$ cat src/rtl/uart_pkg.sv
// Shared constants, state encoding and ASCII helper for the UART transmit path.
// Latency: n/a (declarations only).
// Backpressure: n/a.
package uart_pkg;

  localparam logic [7:0] ASCII_CR = 8'h0D;
  localparam logic [7:0] ASCII_LF = 8'h0A;
  localparam logic [7:0] ASCII_0  = 8'h30;
  localparam logic [7:0] ASCII_A  = 8'h41;

  // Byte index covers up to 16 digits plus CR LF (18 bytes).
  localparam int IDX_W = 5;
  // Gap counter holds GAP values up to 255.
  localparam int GAP_W = 8;

  typedef enum logic [1:0] {
    IDLE = 2'd0,
    SEND = 2'd1,
    WAIT = 2'd2
  } state_t;

  // Uppercase hex digit for one nibble.
  function automatic logic [7:0] nib2ascii(input logic [3:0] nib);
    if (nib < 4'd10) begin
      return ASCII_0 + {4'd0, nib};
    end
    return ASCII_A + {4'd0, nib - 4'd10};
  endfunction

endpackage

$ cat src/rtl/nib2ascii_mux.sv
// Selects byte idx of the formatted word: hex digits MSB first, then CR, LF.
// Latency: combinational.
// Backpressure: none; pure function of word and idx.
// Ports: word - latched word; idx - byte index; char - ASCII byte for idx.
module nib2ascii_mux
  import uart_pkg::*;
#(
  parameter int NIBBLES = 8
) (
  input  logic [4*NIBBLES-1:0] word,
  input  logic [IDX_W-1:0]     idx,
  output logic [7:0]           char
);

  logic [3:0] nib;

  always_comb begin
    nib = 4'd0;
    // Index 0 is the most significant nibble.
    for (int n = 0; n < NIBBLES; n++) begin
      if (idx == IDX_W'(n)) begin
        nib = word[4*(NIBBLES-n)-1 -: 4];
      end
    end

    if (idx < IDX_W'(NIBBLES)) begin
      char = nib2ascii(nib);
    end else if (idx == IDX_W'(NIBBLES)) begin
      char = ASCII_CR;
    end else begin
      char = ASCII_LF;
    end
  end

endmodule

$ cat src/rtl/hex_tx_fmt.sv
// Formats a binary word as uppercase ASCII hex (MSB first, optional CR LF) into a byte stream.
// Latency: first byte one clock after acceptance; one byte every GAP+1 clocks while sink_rdy is high.
// Backpressure: sink_rdy is sampled only when a byte is ready to go; low stalls, words arriving while busy are dropped.
// Ports: clk/rst (async active-low); word_in/word_vld request; sink_rdy downstream ready;
//        dout/dout_rdy byte strobe; busy while emitting; done after last gap; drop on rejected request.
module hex_tx_fmt
  import uart_pkg::*;
#(
  parameter int NIBBLES = 8,
  parameter int CRLF    = 1,
  parameter int GAP     = 4
) (
  input  logic                 clk,
  input  logic                 rst,
  input  logic [4*NIBBLES-1:0] word_in,
  input  logic                 word_vld,
  input  logic                 sink_rdy,
  output logic [7:0]           dout,
  output logic                 dout_rdy,
  output logic                 busy,
  output logic                 done,
  output logic                 drop
);

  localparam int                L        = NIBBLES + 2*CRLF;
  localparam logic [IDX_W-1:0]  LAST_IDX = IDX_W'(L-1);
  localparam logic [GAP_W-1:0]  GAP_LD   = GAP_W'(GAP);

  state_t               state;
  logic [IDX_W-1:0]     idx;
  logic [GAP_W-1:0]     gap_cnt;
  logic [4*NIBBLES-1:0] word_q;
  logic [7:0]           char;

  nib2ascii_mux #(
    .NIBBLES(NIBBLES)
  ) u_mux (
    .word(word_q),
    .idx (idx),
    .char(char)
  );

  always_ff @(posedge clk or negedge rst) begin
    if (!rst) begin
      state    <= IDLE;
      idx      <= '0;
      gap_cnt  <= '0;
      word_q   <= '0;
      dout     <= 8'h00;
      dout_rdy <= 1'b0;
      busy     <= 1'b0;
      done     <= 1'b0;
      drop     <= 1'b0;
    end else begin
      dout_rdy <= 1'b0;
      done     <= 1'b0;
      // busy is still high on the edge it falls, so a request there is dropped too.
      drop     <= word_vld && busy;

      case (state)
        IDLE: begin
          if (word_vld) begin
            word_q <= word_in;
            idx    <= '0;
            busy   <= 1'b1;
            state  <= SEND;
          end
        end

        SEND: begin
          if (sink_rdy) begin
            dout     <= char;
            dout_rdy <= 1'b1;
            gap_cnt  <= GAP_LD;
            state    <= WAIT;
          end
        end

        WAIT: begin
          gap_cnt <= gap_cnt - GAP_W'(1);
          // Exit on the edge the count reaches zero: GAP clocks in WAIT per byte.
          if (gap_cnt <= GAP_W'(1)) begin
            gap_cnt <= '0;
            if (idx == LAST_IDX) begin
              busy  <= 1'b0;
              done  <= 1'b1;
              state <= IDLE;
            end else begin
              idx   <= idx + IDX_W'(1);
              state <= SEND;
            end
          end
        end

        default: state <= IDLE;
      endcase
    end
  end

endmodule
$ cat config.mk
export PLATFORM = sky130hd
export DESIGN_NAME = hex_tx_fmt
export DESIGN_NICKNAME = d
export VERILOG_FILES = /design/src/rtl/uart_pkg.sv /design/src/rtl/nib2ascii_mux.sv /design/src/rtl/hex_tx_fmt.sv
export SDC_FILE = /design/constraint.sdc
export NUM_CORES = 1
export LEC_CHECK = 0
export CAP_MARGIN = 20
export CORE_MARGIN = 2
export CORE_UTILIZATION = 54
export DETAILED_ROUTE_END_ITERATION = 12
export HOLD_SLACK_MARGIN = 0.03
export PLACE_DENSITY = 0.84
export RECOVER_POWER = 100
export SYNTH_ARGS = -nofsm -noshare
export SYNTH_HDL_FRONTEND = slang
export SYNTH_SLANG_ARGS = --single-unit
$ cat constraint.sdc
create_clock -name clk -period 3.4 [get_ports clk]
set_input_delay 0.34 -clock clk [delete_from_list [all_inputs] [get_ports clk]]
set_output_delay 0.34 -clock clk [all_outputs]
set_load 0.03 [all_outputs]
==> results of run 1 <==
## state kept, by name, indices dropped and copies added, names as in the netlist
| name | count |
|---|---|
| drop | 1 |
| done | 1 |
| state | 2 |
| word_q | 32 |
| dout | 7 |
| idx | 5 |
| gap_cnt | 8 |
| busy | 1 |
| dout_rdy | 1 |
## cell usage after synthesis (5+ instances only)
master	count
a211o_1	6
a211oi_1	5
a21oi_1	22
buf_2	10
dfrtp_1	58
ha_1	8
inv_1	11
mux2_2	31
nand2_1	25
nand3_1	7
nand3b_1	5
nor2_1	16
nor2b_1	7
nor3_1	9
o21ai_0	13
## power by group
group | internal, mW | leakage [nW] | switching [mW]
sequential | 0.988 | 0.706 | 0.208
combinational | 0.687 | 0.765 | 0.799
clock | 0.430 | 0.109 | 0.269
## logic make-up after synthesis
group / after synthesis
fa+ha+maj: 8
flops: 58
buf+inv: 29
simple gates: 105
mux: 32
compound gates: 66
other cells: 1
xor+xnor: 4
## final cells by class
cell class,count,area share (%)
sequential,58,38.5
tap,72,2.39
clock buffer,11,3.75
multi-input combinational,216,39.7
clock inverter,5,2.06
timing repair buffer,49,12.5
inverter,11,1.10
## per-layer routing
layer	share of wire, %	vias up	track usage [%]
met5	0	-	0
met4	2.9	0	12.2
met3	4.1	21	4.98
met2	47	75	34.6
met1	46	1160	29.4
li1	-	1167	-
## through the flow
step / power, mW / hold WS, ns / instance area, µm² / worst slack, ns
CTS: 3.45 / 0.0386 / 3800 / 0.493
global route: 3.63 / 0.523 / 3770 / 0.209
finish: 3.38 / 0.384 / 3770 / 0.465
detailed placement: 2.73 / 0.405 / 3580 / 0.528
global placement: 2.66 / 0.402 / 3580 / 0.640
floorplan: 2.32 / 0.0444 / 3100 / 0.926
## worst reg2reg max path: cells and delay by family (launching register included)
family / cells / cell delay, ns
AO/OA/AOI/OAI: 2 / 0.36
buffers and inverters: 2 / 0.23
AND/OR/NAND/NOR: 5 / 0.89
flip-flops: 1 / 0.41
XOR/XNOR: 1 / 0.16
adder cells (fa/ha/maj): 2 / 0.80
## how the worst max path moves through the flow
stage	endpoint	cells after the start	from	slack [ns]
after floorplan	dout[2]	14	idx[0]	0.93
after detailed placement	dout[2]	12	idx[0]	0.53
after global placement	dout[2]	12	idx[0]	0.64
after global routing	dout[2]	12	idx[0]	0.21
after CTS	dout[2]	12	idx[0]	0.49
final	dout[2]	12	idx[0]	0.47
==> impl_metrics.env, run 1 <==
export IMPL_grt_max_degree=38
export IMPL_synthSimpleGateAreaFrac_pct=18.8
export IMPL_crit_required_ns=3.66
export IMPL_crit_buf_inv=2
export IMPL_fin_skew_ns=0.0107
export IMPL_cts_buffers=9
export IMPL_io_pins=48
export IMPL_worstSkewPairLatency_ns=0.34
export IMPL_grt_pass1_vias=2408
export IMPL_design_die_area_um2=6370
export IMPL_cts_setup_buffers=0
export IMPL_yosys_register_bits=58
export IMPL_reg2regPathDepth=12
export IMPL_synth_area_leaders="dfrtp_1 (47%), mux2_2 (11%), a21oi_1 (3.5%)"
export IMPL_diodes=0
export IMPL_track_usage_pct=22.4
export IMPL_avgSynthCellArea_um2=10.2
export IMPL_netlist_instances=303
export IMPL_clkTransAtPathRegs_ns=0.07
export IMPL_worstMarginPinSlew_ns=1.81
export IMPL_vias_per_cell=5.74
export IMPL_cts_sinks=58
export IMPL_seq_area_um2=1450
export IMPL_synth_net_count=347
export IMPL_drv_slew=98
export IMPL_synth_mux_area_share_pct=11.7
export IMPL_crit_family="simple AND/OR/NAND/NOR gates"
export IMPL_final_cell_mix="dfrtp_1 (58), clkdlybuf4s50_1 (33), mux2_2 (31)"
export IMPL_outcome="finished with violations"
export IMPL_num_rows=27
export IMPL_rsz0062_at_grt="no"
export IMPL_synthArstFlopShare_pct=100
export IMPL_vias=2423
export IMPL_cts_root_buf="clkbuf_8"
export IMPL_failed_checks="capacitance limit, slew limit"
export IMPL_cts_resized=0
export IMPL_cts_hold_buf=0
export IMPL_final_common_cell="dfrtp_1"
export IMPL_grt_overflow_total=0
export IMPL_final_core_util_pct=68.0
export IMPL_synth_edf_count=0
export IMPL_multi_input_area_um2=1500
export IMPL_r2r_start="idx[0]"
export IMPL_drive_above_1_share_pct=14.9
export IMPL_floorplan_initialDensity_pct=56.0
export IMPL_finalSetupViolCount=0
export IMPL_place_congestion=0.956
export IMPL_synth_flop_cell="dfrtp_1"
export IMPL_p_per_area_nw_per_um2=898
export IMPL_drcViolationCount=0
export IMPL_fill_cells=426
export IMPL_setup_tns_final_ns=0
export IMPL_fmax_mhz=341
export IMPL_worst_ep_arrival_time_ns=3.19
export IMPL_syn_cell_area_um2=3100
export IMPL_path_class="reg -> reg"
export IMPL_io_buffers=46
export IMPL_grt_pass1_wl_mm=11.0
export IMPL_cts_tree="built"
export IMPL_startpoint_type="register"
export IMPL_crit_path_end_kind="register"
export IMPL_die_height_um=79.8
export IMPL_cts_buffer_depth=2
export IMPL_path_cells="inv_1, ha_1, or3b_1, a32oi_1, nor3_1, or2_0, inv_1, ha_1, xor2_1, nand3_1, nand2_1, o21ai_0"
export IMPL_final_cells=422
export IMPL_min_path_type="in -> async"
export IMPL_p_leak_nw=1.58
export IMPL_synth_top_area_share_pct=46.8
export IMPL_yosysUniqueCellTypes=55
export IMPL_slew_headroom_pct=-20.5
export IMPL_coreArea_um2=5540
export IMPL_synth_top_area_cell="dfrtp_1"
export IMPL_synthXorXnorAreaFrac_pct=1.13
export IMPL_slowest_stage="ha_1"
export IMPL_synthAdderAreaFrac_pct=3.23
export IMPL_synth_top_family_by_area="simple AND/OR/NAND/NOR gates"
export IMPL_cap_violations=3
export IMPL_hold_viol=0
export IMPL_cpPeakStageDelay_ns=0.55
export IMPL_drt_iter0_drc=221
export IMPL_first_pass_iters=4
export IMPL_detail_route_antenna_nets=0
export IMPL_wire_per_inst_um=15.2
export IMPL_fp_dieW_um=79.8
export IMPL_r2r_setup_slack_ns=0.47
export IMPL_post_route_min_period_ns=2.93
export IMPL_yosys_warnings=0
export IMPL_seq_area_frac_synth_pct=46.8
export IMPL_worstPathMaxFanout=19
export IMPL_nets=389
export IMPL_vdd_drop_max_mv=0.463
export IMPL_synth_compound_area_share_pct=13.8
export IMPL_post_place_cells=406
export IMPL_worst_r2r_endpoint="dout[2]"
export IMPL_place_hpwl_mm=4.51
export IMPL_htree_num_levels=3
export IMPL_antenna_found_initial=0
export IMPL_routed_wl_mm=6.40
export IMPL_fin_crit_sh_pct=86.3
export IMPL_synthToLayoutAreaGrowth_pct=21.4
No activity file was read; power rests on OpenSTA's default activity.
==> run 2, diff against run 1 <==
- CAP_MARGIN: 20 -> 5
- CTS_BUF_LIST: unset -> sky130_fd_sc_hd__clkbuf_16
- SYNTH_HIERARCHICAL: unset -> 1
==> impl_metrics.env, run 2 <==
export IMPL_synthTopCellsByCount="nand2_1 (137), dfrtp_1 (59), a21oi_1 (10)"
export IMPL_top_regs="word_q (32), dout (8), gap_cnt (8)"
export IMPL_yosysUniqueCellTypes=70
export IMPL_final_common_cell="nand2_1"
export IMPL_vias_per_cell=5.51
export IMPL_outcome="finished with violations"
export IMPL_nets=435
export IMPL_synth_edf_count=0
export IMPL_floorplan_initialDensity_pct=56.8
export IMPL_vias=2583
export IMPL_power_frac_clock_pct=23.6
export IMPL_crit_path_frequent_cell="nand2_1"
export IMPL_coreArea_um2=5610
export IMPL_drv_slew=38
export IMPL_crit_path_end_kind="register"
export IMPL_final_setup_worst_slack_ns=0.766
export IMPL_cap_violations=1
export IMPL_r2r_setup_slack_ns=0.77
export IMPL_drive_above_1_share_pct=8.31
export IMPL_syn_cell_area_um2=3190
export IMPL_worstSkewPairLatency_ns=0.32
export IMPL_cts_root_buf="clkbuf_16"
export IMPL_slew_headroom_pct=-29.1
export IMPL_yosysMostFrequentCell="nand2_1"
export IMPL_netlist_instances=349
export IMPL_synth_flop_cell="dfrtp_1"
export IMPL_antenna_found_initial=0
export IMPL_fmax_mhz=380
export IMPL_p_per_area_nw_per_um2=907
export IMPL_final_core_util_pct=69.1
export IMPL_grt_overflow_total=0
export IMPL_fin_total_pwr_mw=3.52
export IMPL_fin_skew_ns=0.00674
export IMPL_pwr_share_seq_pct=36.6
export IMPL_wire_per_inst_um=14.5
export IMPL_hold_viol=0
export IMPL_cp_endpoint="dout[0]"
export IMPL_cts_buffer_depth=2
export IMPL_worst_r2r_endpoint="dout[0]"
export IMPL_grt_pass1_wl_mm=11.5
export IMPL_failed_checks="capacitance limit, slew limit"
export IMPL_io_pins=48
export IMPL_pwr_share_comb_pct=39.9
export IMPL_p_sw_share_pct=39.2
export IMPL_fin_crit_sh_pct=77.5
export IMPL_synth_net_count=391
export IMPL_synthSimpleGateAreaFrac_pct=30.2
export IMPL_synth_compound_area_share_pct=12.2
export IMPL_fp_dieW_um=80.8
export IMPL_io_buffers=47
export IMPL_synth_top_area_share_pct=46.3
export IMPL_worstPathMaxFanout=26
export IMPL_grt_max_degree=38
export IMPL_synthXorXnorAreaFrac_pct=1.10
export IMPL_synthToLayoutAreaGrowth_pct=21.7
export IMPL_path_class="reg -> reg"
export IMPL_vdd_drop_max_mv=0.433
export IMPL_slowest_stage="dfrtp_1"
export IMPL_synth_area_leaders="dfrtp_1 (46%), nand2_1 (16%), ha_1 (2.4%)"
export IMPL_grt_pass1_vias=2426
export IMPL_synthArstFlopShare_pct=100
export IMPL_cpPeakStageDelay_ns=0.87
export IMPL_synthAdderAreaFrac_pct=2.36
export IMPL_track_usage_pct=23.1
export IMPL_rsz0062_at_grt="no"
export IMPL_worst_ep_arrival_time_ns=2.84
export IMPL_post_route_min_period_ns=2.63
export IMPL_min_path_type="reg -> reg"
export IMPL_drcViolationCount=0
export IMPL_place_congestion=0.820
export IMPL_place_hpwl_mm=4.75
export IMPL_drt_iter0_drc=184
export IMPL_r2r_start="idx[0]"
export IMPL_largest_register_ffs=32
export IMPL_regMostFlops="word_q"
export IMPL_first_pass_iters=4
export IMPL_final_cell_mix="nand2_1 (137), dfrtp_1 (59), clkdlybuf4s50_1 (33)"
export IMPL_design_die_area_um2=6530
export IMPL_cts_buffers=9
export IMPL_die_height_um=80.8
export IMPL_yosys_warnings=6
export IMPL_cts_hold_buf=0
export IMPL_cts_resized=0
export IMPL_routed_wl_mm=6.79
export IMPL_yosys_register_bits=59
export IMPL_clkTransAtPathRegs_ns=0.05
export IMPL_crit_required_ns=3.60
export IMPL_avgSynthCellArea_um2=9.13
export IMPL_worstSetupStartpoint="idx[0]"
export IMPL_cts_sinks=59
export IMPL_seq_area_frac_synth_pct=46.3
export IMPL_htree_num_levels=3
export IMPL_path_cells="and2b_1, a22oi_1, nand4_1, a32oi_1, xnor2_1, nand2_1, nand2_1, nand2_1"
export IMPL_cts_setup_buffers=0
export IMPL_num_rows=27
export IMPL_synth_mux_area_share_pct=2.91
export IMPL_setup_tns_final_ns=0
export IMPL_diodes=0
export IMPL_worstMarginPinSlew_ns=1.94
export IMPL_finalSetupViolCount=0
export IMPL_synth_top_family_by_area="simple AND/OR/NAND/NOR gates"
export IMPL_synth_top_area_cell="dfrtp_1"
export IMPL_dp_slack_ns=0.858
export IMPL_detail_route_antenna_nets=0
export IMPL_startpoint_type="register"
export IMPL_cts_tree="built"
export IMPL_p_switching_mw=1.38
export IMPL_p_leak_nw=1.82
export IMPL_reg2regPathDepth=8
export IMPL_p_int_mw=2.14
-- run 2: cell count changes in the layout (fill, tap and decap cells not counted), moves of 7 or more --
cell       delta
mux2i_1       +7
nand2_1     +112
clkbuf_16     +9
a21oi_1      -12
mux2_2       -29
nor2_1        -8
clkbuf_8     -10
-- run 2: worst max-delay path: cells and delay by family, from the launching register on --
kind / cells / cell delay, ns
compound gates: 2 / 0.76
xor+xnor: 1 / 0.19
flops: 1 / 0.87
simple gates: 5 / 0.70
-- run 2: stage by stage --
step / hold slack [ns] / instance area, µm² / cells
final: 0.464 / 3880 / 469
after floorplan: 0.0444 / 3190 / 349
after CTS: 0.148 / 3910 / 469
after global placement: 0.458 / 3630 / 454
after global routing: 0.489 / 3880 / 469
after detailed placement: 0.463 / 3630 / 454
-- run 2: metal layers --
metal  wire, µm  global-route usage [%]  share of wire [%]
met1       3090                    32.6                 45
met2       3270                    35.3                 48
met3        306                    4.11                4.5
met4        125                    9.66                1.8
met5          0                       0                  0
-- run 2: area by class of cell --
cell class / instances / area [µm²]
Clock inverter: 6 / 50.0
Timing Repair Buffer: 49 / 479
Clock buffer: 9 / 225
Tap cell: 72 / 90.1
Sequential cell: 59 / 1480
Fill cell: 455 / 1730
Multi-Input combinational cell: 268 / 1530
Inverter: 6 / 22.5
-- run 2: how the worst min path moves through the flow --
stage | startpoint | endpoint | slack [ns] | depth (start not counted)
after floorplan | rst | busy | 0.04 | 0
after global placement | dout[0] | dout[0] | 0.46 | 2
after detailed placement | dout[4] | dout[4] | 0.46 | 2
after CTS | rst | word_q[1] | 0.15 | 1
after global routing | dout[4] | dout[4] | 0.49 | 2
final | dout[4] | dout[4] | 0.46 | 2
-- run 2: cell families after synthesis --
| family | after synthesis |
|---|---|
| simple gates | 196 |
| flops | 59 |
| compound gates | 52 |
| buf+inv | 22 |
| mux | 9 |
| fa+ha+maj | 6 |
| xor+xnor | 4 |
| other cells | 1 |
-- run 2: power by group through the flow --
stage | clock network (mW) | logic [mW] | registers (mW)
2_1_floorplan | 0 | 1.12 | 1.26
3_3_place_gp | 0 | 1.39 | 1.28
3_5_place_dp | 0 | 1.45 | 1.29
4_1_cts | 0.841 | 1.46 | 1.29
5_1_grt | 0.881 | 1.58 | 1.33
6_report | 0.829 | 1.40 | 1.29
==> run 3, diff against run 2 <==
- clock period: 3.4 -> 2.7 ns (I/O delays scaled with it)
==> impl_metrics.env, run 3 (synthesis results as in run 2) <==
export IMPL_cts_setup_buffers=0
export IMPL_drive_above_1_share_pct=8.93
export IMPL_setup_tns_final_ns=0
export IMPL_post_place_cells=460
export IMPL_p_per_area_nw_per_um2=1160
export IMPL_grt_pass1_wl_mm=11.7
export IMPL_power_frac_clock_pct=25.8
export IMPL_crit_family="flip-flops"
export IMPL_floorplan_initialDensity_pct=56.8
export IMPL_rsz0062_at_grt="no"
export IMPL_crit_path_frequent_cell="nand2_1"
export IMPL_fmax_mhz=412
export IMPL_crit_required_ns=2.90
export IMPL_num_rows=27
export IMPL_detail_route_antenna_nets=0
export IMPL_crit_path_end_kind="register"
export IMPL_track_usage_pct=23.3
export IMPL_largest_register_ffs=32
export IMPL_place_hpwl_mm=4.63
export IMPL_clkTransAtPathRegs_ns=0.05
export IMPL_coreArea_um2=5610
export IMPL_cap_violations=0
export IMPL_pwr_share_seq_pct=34.9
export IMPL_cts_tree="built"
export IMPL_p_int_mw=2.80
export IMPL_antenna_found_initial=0
export IMPL_outcome="finished clean"
export IMPL_reg2regPathDepth=10
export IMPL_cts_buffer_depth=2
export IMPL_fin_skew_ns=0.00729
export IMPL_vdd_drop_max_mv=0.578
export IMPL_cts_root_buf="clkbuf_16"
export IMPL_hold_viol=0
export IMPL_p_switching_mw=1.75
export IMPL_min_path_type="in -> async"
export IMPL_final_cell_mix="nand2_1 (137), dfrtp_1 (59), clkdlybuf4s50_1 (33)"
export IMPL_htree_num_levels=3
export IMPL_fin_total_pwr_mw=4.55
export IMPL_nets=441
export IMPL_place_congestion=0.835
export IMPL_io_buffers=47
export IMPL_startpoint_type="register"
export IMPL_grt_pass1_vias=2575
export IMPL_fin_crit_sh_pct=90.0
export IMPL_worstPathMaxFanout=13
export IMPL_fp_dieW_um=80.8
export IMPL_slowest_stage="dfrtp_1"
export IMPL_synthToLayoutAreaGrowth_pct=22.9
export IMPL_first_pass_iters=4
export IMPL_diodes=0
export IMPL_grt_max_degree=60
export IMPL_cts_resized=0
export IMPL_worstMarginPinSlew_ns=1.42
export IMPL_worstSkewPairLatency_ns=0.32
export IMPL_vias=2610
export IMPL_post_route_min_period_ns=2.43
export IMPL_drcViolationCount=0
export IMPL_wire_per_inst_um=14.5
export IMPL_top_regs="word_q (32), dout (8), gap_cnt (8)"
export IMPL_worst_hold_slack_ns=0.366
export IMPL_vias_per_cell=5.49
export IMPL_cts_buffers=9
export IMPL_path_cells="mux2i_1, nor3_2, o211ai_1, and2_0, ha_1, xnor2_1, nor2_1, o21ai_1, nand2_1, nand2_1"
export IMPL_cts_sinks=59
export IMPL_finalSetupViolCount=0
export IMPL_drt_iter0_drc=229
export IMPL_routed_wl_mm=6.90
export IMPL_crit_buf_inv=0
export IMPL_die_height_um=80.8
export IMPL_final_cells=475
export IMPL_p_sw_share_pct=38.5
export IMPL_grt_overflow_total=0
export IMPL_path_class="reg -> reg"
export IMPL_io_pins=48
export IMPL_worst_ep_arrival_time_ns=2.63
export IMPL_regMostFlops="word_q"
export IMPL_design_die_area_um2=6530
export IMPL_fill_cells=461
export IMPL_p_leak_nw=1.85
export IMPL_pwr_share_comb_pct=39.3
export IMPL_slew_headroom_pct=5.42
export IMPL_final_common_cell="nand2_1"
export IMPL_r2r_setup_slack_ns=0.27
export IMPL_drv_slew=0
export IMPL_r2r_start="idx[0]"
export IMPL_cpPeakStageDelay_ns=0.67
export IMPL_worst_r2r_endpoint="dout[2]"
export IMPL_cts_hold_buf=0
## run 3: cell types whose count changed in the layout (fill, tap and decap cells not counted), sizes merged
cell,change
clkinvlp,+1
bufinv,+1
buf,+4
clkbuf,+2
inv,-2
## run 3: power by group through the flow
stage / Sequential, mW / Clock, mW / Combinational, mW
after floorplan: 1.59 / 0 / 1.41
after global placement: 1.58 / 0 / 1.80
after detailed placement: 1.59 / 0 / 1.86
after CTS: 1.59 / 1.19 / 1.90
after global routing: 1.63 / 1.23 / 2.02
final: 1.59 / 1.17 / 1.79
## run 3: cell type report
| class | count | area [µm²] | area share [%] |
|---|---|---|---|
| repair buffers | 55 | 515 | 13.2 |
| clock buffers | 9 | 225 | 5.75 |
| well taps | 72 | 90.1 | 2.30 |
| multi-input cells | 268 | 1500 | 38.4 |
| flip-flops and latches | 59 | 1480 | 37.7 |
| inverters | 6 | 22.5 | 0.575 |
| clock inverters | 6 | 81.3 | 2.08 |
## run 3: per-stage QoR
| stage | instance area [µm²] | util (%) | setup WS (ns) |
|---|---|---|---|
| after floorplan | 3190 | - | 0.707 |
| after global placement | 3680 | 65.6 | 0.470 |
| after detailed placement | 3680 | 65.6 | 0.356 |
| after CTS | 3980 | 71.0 | 0.324 |
| after global routing | 3910 | 69.8 | 0.0699 |
| final | 3910 | 69.8 | 0.271 |
## run 3: how the worst max path moves through the flow
stage               slack, ns    from  endpoint  cells after the start
floorplan                0.71  idx[0]   dout[2]                     12
global placement         0.47  idx[0]   dout[2]                     11
detailed placement       0.36  idx[0]   dout[2]                     10
CTS                      0.32  idx[0]   dout[2]                     10
global route             0.07  idx[0]   dout[2]                     10
finish                   0.27  idx[0]   dout[2]                     10
## run 3: metal layers
layer / GRT usage [%] / part of all wire, % / up-vias
met1: 31.2 / 45 / 1230
met4: 10.2 / 1.2 / 0
met5: 0 / 0 / -
li1: - / - / 1278
met2: 36.6 / 48 / 93
met3: 4.89 / 5.8 / 9
